[src/rtl/mod_counter_pkg.sv]
// Shared types and elaboration helpers for the modulo-N up/down counter.
package mod_counter_pkg;

  typedef enum logic [1:0] {
    IDLE = 2'b00,
    RUN  = 2'b01,
    HALT = 2'b10
  } state_t;

  // The upper width bound keeps the 2**width arithmetic inside a longint.
  function automatic bit legal_modulus(input int width, input int modulus);
    return (width >= 1) && (width <= 31) && (modulus >= 2) &&
           (longint'(modulus) <= (longint'(1) << width));
  endfunction

endpackage

[src/rtl/mod_updown_counter_if.sv]
// Control/status bundle between a counter user (master) and the counter (slave).
interface mod_updown_counter_if #(
  parameter int WIDTH = 3
);
  logic             load;
  logic [WIDTH-1:0] din;
  logic             en;
  logic             up;
  logic             oneshot;
  logic [WIDTH-1:0] count;
  logic             active;
  logic             tc;
  logic             err;

  modport master (
    output load, din, en, up, oneshot,
    input  count, active, tc, err
  );

  modport slave (
    input  load, din, en, up, oneshot,
    output count, active, tc, err
  );
endinterface

[src/rtl/mod_step.sv]
// Combinational next-value and terminal detection for one modulo-N count step.
module mod_step #(
  parameter int WIDTH   = 3,
  parameter int MODULUS = 8
) (
  input  logic [WIDTH-1:0] cur,
  input  logic             up,
  input  logic             oneshot,
  output logic [WIDTH-1:0] nxt,
  output logic             at_terminal
);
  localparam logic [WIDTH-1:0] LAST = WIDTH'(MODULUS - 1);
  localparam logic [WIDTH-1:0] ONE  = WIDTH'(1);

  always_comb begin
    at_terminal = up ? (cur == LAST) : (cur == '0);
    if (at_terminal) begin
      // One-shot parks on the terminal value; cyclic mode wraps to the far end.
      nxt = oneshot ? cur : (up ? '0 : LAST);
    end else begin
      nxt = up ? (cur + ONE) : (cur - ONE);
    end
  end
endmodule

[src/rtl/mod_updown_counter.sv]
// Modulo-N up/down counter with load, enable, cyclic/one-shot modes and IDLE/RUN/HALT FSM.
module mod_updown_counter
  import mod_counter_pkg::*;
#(
  parameter int WIDTH   = 3,
  parameter int MODULUS = 8
) (
  input logic                 clk,
  input logic                 reset_n,
  mod_updown_counter_if.slave bus
);
  generate
    if (!legal_modulus(WIDTH, MODULUS)) begin : g_bad_params
      $error("mod_updown_counter: MODULUS must be in 2..2**WIDTH");
    end
  endgenerate

  localparam logic [WIDTH:0] MOD_EXT = (WIDTH + 1)'(MODULUS);

  state_t           state_q, state_d;
  logic [WIDTH-1:0] count_q, count_d;
  logic             active_q, tc_q, tc_d, err_q, err_d;
  logic [WIDTH-1:0] step_nxt;
  logic             step_term;
  logic             din_legal;

  mod_step #(
    .WIDTH   (WIDTH),
    .MODULUS (MODULUS)
  ) u_step (
    .cur         (count_q),
    .up          (bus.up),
    .oneshot     (bus.oneshot),
    .nxt         (step_nxt),
    .at_terminal (step_term)
  );

  assign din_legal = ({1'b0, bus.din} < MOD_EXT);

  always_comb begin
    state_d = state_q;
    count_d = count_q;
    tc_d    = 1'b0;
    err_d   = 1'b0;
    if (bus.load) begin
      if (din_legal) begin
        state_d = RUN;
        count_d = bus.din;
      end else begin
        state_d = IDLE;
        count_d = '0;
        err_d   = 1'b1;
      end
    end else begin
      unique case (state_q)
        IDLE: count_d = '0;
        RUN: begin
          if (bus.en) begin
            count_d = step_nxt;
            tc_d    = step_term;
            if (step_term && bus.oneshot) state_d = HALT;
          end
        end
        HALT: count_d = count_q;
        default: begin
          // Unused encoding: fall back to a clean idle state.
          state_d = IDLE;
          count_d = '0;
        end
      endcase
    end
  end

  always_ff @(posedge clk or negedge reset_n) begin
    if (!reset_n) begin
      state_q  <= IDLE;
      count_q  <= '0;
      active_q <= 1'b0;
      tc_q     <= 1'b0;
      err_q    <= 1'b0;
    end else begin
      state_q  <= state_d;
      count_q  <= count_d;
      active_q <= (state_d == RUN);
      tc_q     <= tc_d;
      err_q    <= err_d;
    end
  end

  assign bus.count  = count_q;
  assign bus.active = active_q;
  assign bus.tc     = tc_q;
  assign bus.err    = err_q;
endmodule

[src/flat_wrapper.sv]
// flat-port wrapper written by rule: the top's interface ports become plain ports
module mod_updown_counter_flat import mod_counter_pkg::*;
#(
  parameter int WIDTH   = 3,
  parameter int MODULUS = 8
)
  (clk, reset_n, bus_load, bus_din, bus_en, bus_up, bus_oneshot, bus_count, bus_active, bus_tc, bus_err);
  mod_updown_counter_if #(.WIDTH(WIDTH)) bus_i ();
  input logic clk;
  input logic reset_n;
  input wire logic [$bits(bus_i.load)-1:0] bus_load;
  input wire logic [$bits(bus_i.din)-1:0] bus_din;
  input wire logic [$bits(bus_i.en)-1:0] bus_en;
  input wire logic [$bits(bus_i.up)-1:0] bus_up;
  input wire logic [$bits(bus_i.oneshot)-1:0] bus_oneshot;
  output wire logic [$bits(bus_i.count)-1:0] bus_count;
  output wire logic [$bits(bus_i.active)-1:0] bus_active;
  output wire logic [$bits(bus_i.tc)-1:0] bus_tc;
  output wire logic [$bits(bus_i.err)-1:0] bus_err;
  assign bus_i.load = bus_load;
  assign bus_i.din = bus_din;
  assign bus_i.en = bus_en;
  assign bus_i.up = bus_up;
  assign bus_i.oneshot = bus_oneshot;
  assign bus_count = bus_i.count;
  assign bus_active = bus_i.active;
  assign bus_tc = bus_i.tc;
  assign bus_err = bus_i.err;
  mod_updown_counter #(.WIDTH(WIDTH), .MODULUS(MODULUS)) u_core (.clk(clk), .reset_n(reset_n), .bus(bus_i));
endmodule
[config.mk]
export PLATFORM = sky130hd
export DESIGN_NAME = mod_updown_counter_flat
export DESIGN_NICKNAME = d
export VERILOG_FILES = /design/src/rtl/mod_counter_pkg.sv /design/src/rtl/mod_updown_counter_if.sv /design/src/rtl/mod_step.sv /design/src/rtl/mod_updown_counter.sv /design/src/flat_wrapper.sv
export SDC_FILE = /design/constraint.sdc
export NUM_CORES = 1
export LEC_CHECK = 0
export BUFFER_PORTS_ARGS = -buffer_cell sky130_fd_sc_hd__buf_2
export CAP_MARGIN = 15
export CELL_PAD_IN_SITES_DETAIL_PLACEMENT = 1
export CELL_PAD_IN_SITES_GLOBAL_PLACEMENT = 1
export CORE_MARGIN = 3
export CORE_UTILIZATION = 34
export DETAILED_ROUTE_END_ITERATION = 8
export PLACE_DENSITY_LB_ADDON = 0.1
export SLEW_MARGIN = 15
export SYNTH_ARGS = -nofsm -noshare
export SYNTH_HDL_FRONTEND = slang
export SYNTH_SLANG_ARGS = --single-unit
[constraint.sdc]
create_clock -name clk -period 1.85 [get_ports clk]
set_input_delay 0.0925 -clock clk [delete_from_list [all_inputs] [get_ports clk]]
set_output_delay 0.0925 -clock clk [all_outputs]
set_load 0.02 [all_outputs]
== After elaboration in Yosys (flattened, before gate mapping) ==
Cells that the tools add are included.

* Add/subtract/negate cells: 2
* Equality and inequality tests: 7
* Multiplexer cells: 15
* Reductions and logical operators: 5

{| class="wikitable"
|+ Operator list
! operator !! number
|-
| $mux W3 || 6
|-
| $mux W2 || 3
|-
| $pmux W3 S2 || 1
|-
| $eq A2 B1 Y1 const B || 2
|-
| $mux W1 || 4
|-
| $ne A4 B4 Y1 const B || 1
|-
| $pmux W2 S2 || 1
|-
| $add A3 B1 Y3 const B || 1
|-
| $eq A3 B3 Y1 const B || 1
|-
| $logic_not A3 Y1 || 1
|-
| $ne A3 B3 Y1 const B || 1
|-
| $reduce_and A3 Y1 || 1
|-
| $sub A3 B1 Y3 const B || 1
|-
| $eq A2 B2 Y1 const B || 1
|-
| $logic_not A2 Y1 || 1
|-
| $ne A2 B2 Y1 const B || 1
|-
| $reduce_or A2 Y1 || 1
|-
| $logic_and A1 B1 Y1 || 1
|}

* Register bits: 7
* Bits of input ports: 9
* Output and inout bits: 6
* Logic and storage cells: 33

== Longest topological paths before layout ==
* Word-level depth: 8
* Mapped depth: 6
* Mapped depth without buffers: 6

== Hierarchy ==
From an unflattened synthesis, not the netlist that was laid out.

* Cells, all modules: 60
* Area total of the unflattened synthesis: 626.9 um^2

{| class="wikitable"
|+ By module, submodules not included
! module !! times used !! cells an instance !! area each (um^2) !! sequential area each (um^2)
|-
| mod_updown_counter || 1 || 27 || 370.4 || 175.2
|-
| mod_step || 1 || 33 || 256.5 || 0.0
|}

== Worst setup path after synthesis ==
No wires, ideal clock.

* Path type: reg-to-reg
* Start point: reg u_core.count_q[0], in the netlist u_core.bus.count[0]
* End point: reg u_core.count_q[2], in the netlist u_core.bus.count[2]
* Library setup time: 82 ps
* Data arrival time: 1618 ps
* Data required time: 1768 ps
* Path slack: 150 ps
* Cell stages (with the launch flop): 6
* Path buffers: 0
* Clock period less this slack: 1700 ps
* Cells stage by stage: dfrtp_1 > fa_1 > nor2b_1 > a311oi_2 > o21ai_1 > a31oi_1

* Word-level cells in the longest chain between the ends: 6
* Elaborated cells on any way between the ends: 12
* Those cells by class: add/sub (2); eq/ne (2); mux (6); reduce/logical (2)

{| class="wikitable"
|+ RTL lines
! item !! line !! RTL
|-
| start: declaration || mod_updown_counter.sv:21 || <nowiki>logic [WIDTH-1:0] count_q, count_d;</nowiki>
|-
| start signal: assignment || mod_updown_counter.sv:83 || <nowiki>count_q <= count_d;</nowiki>
|-
| $sub A3 B1 Y3, or another cell as far along || mod_step.sv:21 || <nowiki>nxt = up ? (cur + ONE) : (cur - ONE);</nowiki>
|-
| $mux W3 or $mux W1 (tied branches) || mod_step.sv:21, mod_step.sv:16 ||
|-
| $mux W3 || mod_step.sv:17 || <nowiki>if (at_terminal) begin</nowiki>
|-
| $mux W3 || mod_updown_counter.sv:58 || <nowiki>if (bus.en) begin</nowiki>
|-
| $pmux W3 S2 || mod_updown_counter.sv:55 || <nowiki>unique case (state_q)</nowiki>
|-
| $mux W3 || mod_updown_counter.sv:45 || <nowiki>if (bus.load) begin</nowiki>
|}

Parallel ways exist; a longest one is shown, timed or not. The select of a mux whose other input is x is not followed.
A chain may end at the register's enable or synchronous reset.

== Worst setup path after layout ==
* Start point: reg u_core.count_q[1], in the netlist u_core.bus.count[1]
* End point: reg u_core.count_q[2], in the netlist u_core.bus.count[2]

Same word-level chain as after synthesis.

==> flow_metrics.env <==
export IMPL_wl_um=1077
export IMPL_pin_count=15
export IMPL_grt_use_met2_pct=19.76
export IMPL_synthDistinctLibCells=28
export IMPL_synth_cells=52
export IMPL_skew_ps=9.741
export IMPL_drtIter0Drc=1
export IMPL_antenna_found_initial=0
export IMPL_cts_buffer_depth=2
export IMPL_maxCapViolations=0
export IMPL_power_uw=600.2
export IMPL_port_buffers=13
export IMPL_reg2reg_from="u_core.bus.count[1]$_DFFE_PN0P_"
export IMPL_drive_gt1_share_pct=33.33
export IMPL_synthToLayoutAreaGrowth_pct=22.99
export IMPL_cp_max_fo=8
export IMPL_grt_pass1_vias=420
export IMPL_place_congestion=0.7448
export IMPL_synth_area_top_cells="dfrtp_1 (37%), a21oi_1 (5.3%), fa_1 (4.3%), nor2b_1 (4.0%), a21o_2 (3.7%)"
export IMPL_dieWidth_um=43.10
export IMPL_grt_usage_pct=12.70
export IMPL_setup_viol=0
export IMPL_r2r_setup_slack_ps=180
export IMPL_synthXorXnorAreaFrac_pct=0
export IMPL_synth_nets=62
export IMPL_synth_seq_cells=7
export IMPL_drt_pass1_iterations=3
export IMPL_ys_warnings_count=0
export IMPL_ir_worst_vdd_mv=0.4497
export IMPL_dp_cells=78
export IMPL_crit_buf_inv=0
export IMPL_grt_pass1_wl_um=1780
export IMPL_rows=12
export IMPL_final_util_pct=47.92
export IMPL_synthMuxAreaShare_pct=0
export IMPL_yosysSeqAreaShare_pct=37.43
export IMPL_startpoint="u_core.bus.count[1]$_DFFE_PN0P_"
export IMPL_grt_overflow_total=0
export IMPL_hold_violations=0
export IMPL_tns_ps=0
export IMPL_grtUsageMet1_pct=15.99
export IMPL_critPathSlowestCell="dfrtp_1"
export IMPL_report_final_slew_viol_count=0
export IMPL_nets=80
export IMPL_period_share_pct=90.07
export IMPL_drc=0
export IMPL_synth_avg_cell_area_sq_um=8.999
export IMPL_synth_simple_area_share_pct=26.20
export IMPL_initial_core_util_pct=38.96
export IMPL_synth_top_family_by_area="simple AND/OR/NAND/NOR gates"
export IMPL_crit_family="compound AO/OA/AOI/OAI gates"
export IMPL_cts_resized=0
export IMPL_dp_slack_ps=190.5
export IMPL_fin_crit_ps=1666
export IMPL_wl_per_cell_um=12.98
export IMPL_yosysTopAreaCell="dfrtp_1"
export IMPL_cp_arrival_ps=1840
export IMPL_drtAntennaViolNets=0
export IMPL_synth_area_sq_um=467.9
export IMPL_p_per_area_nw_per_um2=1043
export IMPL_clock_fmax_ghz=0.6001
export IMPL_placed_cell_area_sq_um=539.3
export IMPL_p_leak_nw=0.2614
export IMPL_core_sq_um=1201
export IMPL_startpoint_type="flip-flop"
export IMPL_postCtsSetupBuffers=0
export IMPL_cts_tree="done"
export IMPL_slowest_delay_ps=460
export IMPL_vias=439
export IMPL_synth_fa_ha_area_share_pct=4.278
export IMPL_hp_start="bus_en"
export IMPL_critPathCaptureType="flip-flop"
export IMPL_dp_hpwl_um=859
export IMPL_dieArea_sq_um=1858
export IMPL_worst_slack_ps=183.6
export IMPL_cp_required_ps=2020
export IMPL_via_per_inst=5.289
export IMPL_cts_buffers=3
export IMPL_final_cells=83
export IMPL_design_area_sq_um=575.6
export IMPL_hold_ws_ps=78.52
export IMPL_diodes=0
export IMPL_status="finished, final reports clean"
export IMPL_clock_latency_ps=250
export IMPL_cp_cell_sequence="fa_1 > nor2b_1 > a311oi_2 > o21ai_1 > a31oi_1"
export IMPL_grt_max_degree=11
export IMPL_grt_busiest_layer="met2"
export IMPL_die_h_um=43.10
export IMPL_use_met3_pct=3.814
export IMPL_root_buffer="clkbuf_4"
export IMPL_cts_sinks=7
export IMPL_yosysTopAreaCellShare_pct=37.43
export IMPL_htree_num_levels=1
export IMPL_synth_compound_area_share_pct=24.87
export IMPL_crit_type="reg2reg"
export IMPL_min_path_type="in2reg"
export IMPL_clk_pin_slew_ps=60
export IMPL_rsz0062_at_grt="no"
logic make-up after synthesis:
logic type,Yosys count
other,1
and+or+nand+nor,22
buffers and inverters,5
DFF,7
adders and majority gates,1
AOI/OAI and AO/OA,16
flip-flops by register name, indices dropped and copies added (netlist names):
| name | cells |
|---|---|
| u_core.bus.active | 1 |
| u_core.bus.count | 3 |
| u_core.bus.tc | 1 |
| u_core.state_q | 2 |
path summary, 6_finish.rpt:
check / cells past startpoint / endpoint
setup / recovery: 5 / u_core.bus.count[2]$_DFFE_PN0P_
hold / removal: 3 / u_core.bus.tc$_DFF_PN0_
setup reg to reg: 5 / u_core.bus.count[2]$_DFFE_PN0P_
hold reg to reg: 2 / u_core.state_q[1]$_DFF_PN0_
max in group asynchronous: 2 / u_core.state_q[1]$_DFF_PN0_
min in group asynchronous: 2 / u_core.bus.active$_DFF_PN0_
metal layers:
layer	vias to the layer above	wire [um]
met5	-	0
met4	0	5
met3	2	71
met2	11	460
met1	206	539
li1	220	-
timing repair:
action,in CTS,in global routing
endpoints found under the hold margin,7,0
hold buffers,1,0
setup endpoints to repair,0,0
synth_stat cells:
cell,number
a21oi_1,5
o2111ai_1,1
o21a_1,1
or2_2,1
nand2b_1,1
dfrtp_1,7
o21ai_1,1
and3b_1,1
a21o_2,2
buf_6,1
a2bb2oi_1,1
nor4_1,1
nand3_1,2
and4_1,1
a311oi_2,1
nor2_1,4
conb_1,1
nor3_1,2
a211o_2,1
a31oi_1,2
or3b_4,1
buf_4,1
inv_1,3
nor2b_1,3
o22ai_1,1
nand2_1,4
fa_1,1
and2_1,1
worst register-to-register path: cells and delay by family (launching register included):
kind	cells	cell delay (ps)
AOI/OAI and AO/OA	3	510
adders and majority gates	1	450
DFF	1	460
and+or+nand+nor	1	170
cells in the final DEF, fill, tap and decap left out, drive strengths merged, types with 2 or more instances in the layout:
cell type,Yosys,final
nand3,2,2
buf,2,14
nor3,2,2
dfrtp,7,7
nand2,4,4
nor2,4,4
a21oi,5,5
inv,3,3
a31oi,2,2
nor2b,3,3
a21o,2,2
clkbuf,0,4
final cells by class:
cell class | count | area, sq um
Clock buffer | 4 | 26.28
Fill cell | 153 | 625.6
Inverter | 3 | 11.26
Multi-Input combinational cell | 40 | 262.8
Sequential cell | 7 | 175.2
Tap cell | 14 | 17.52
Timing Repair Buffer | 15 | 82.58
power by group:
group	internal, mW	leakage (nW)	total, mW	switching [mW]
clock network	0.0823	0.0150	0.137	0.0551
logic	0.109	0.165	0.245	0.136
registers	0.179	0.0810	0.218	0.0385
total	0.371	0.261	0.600	0.229
Power figures use the tool's default switching activity.
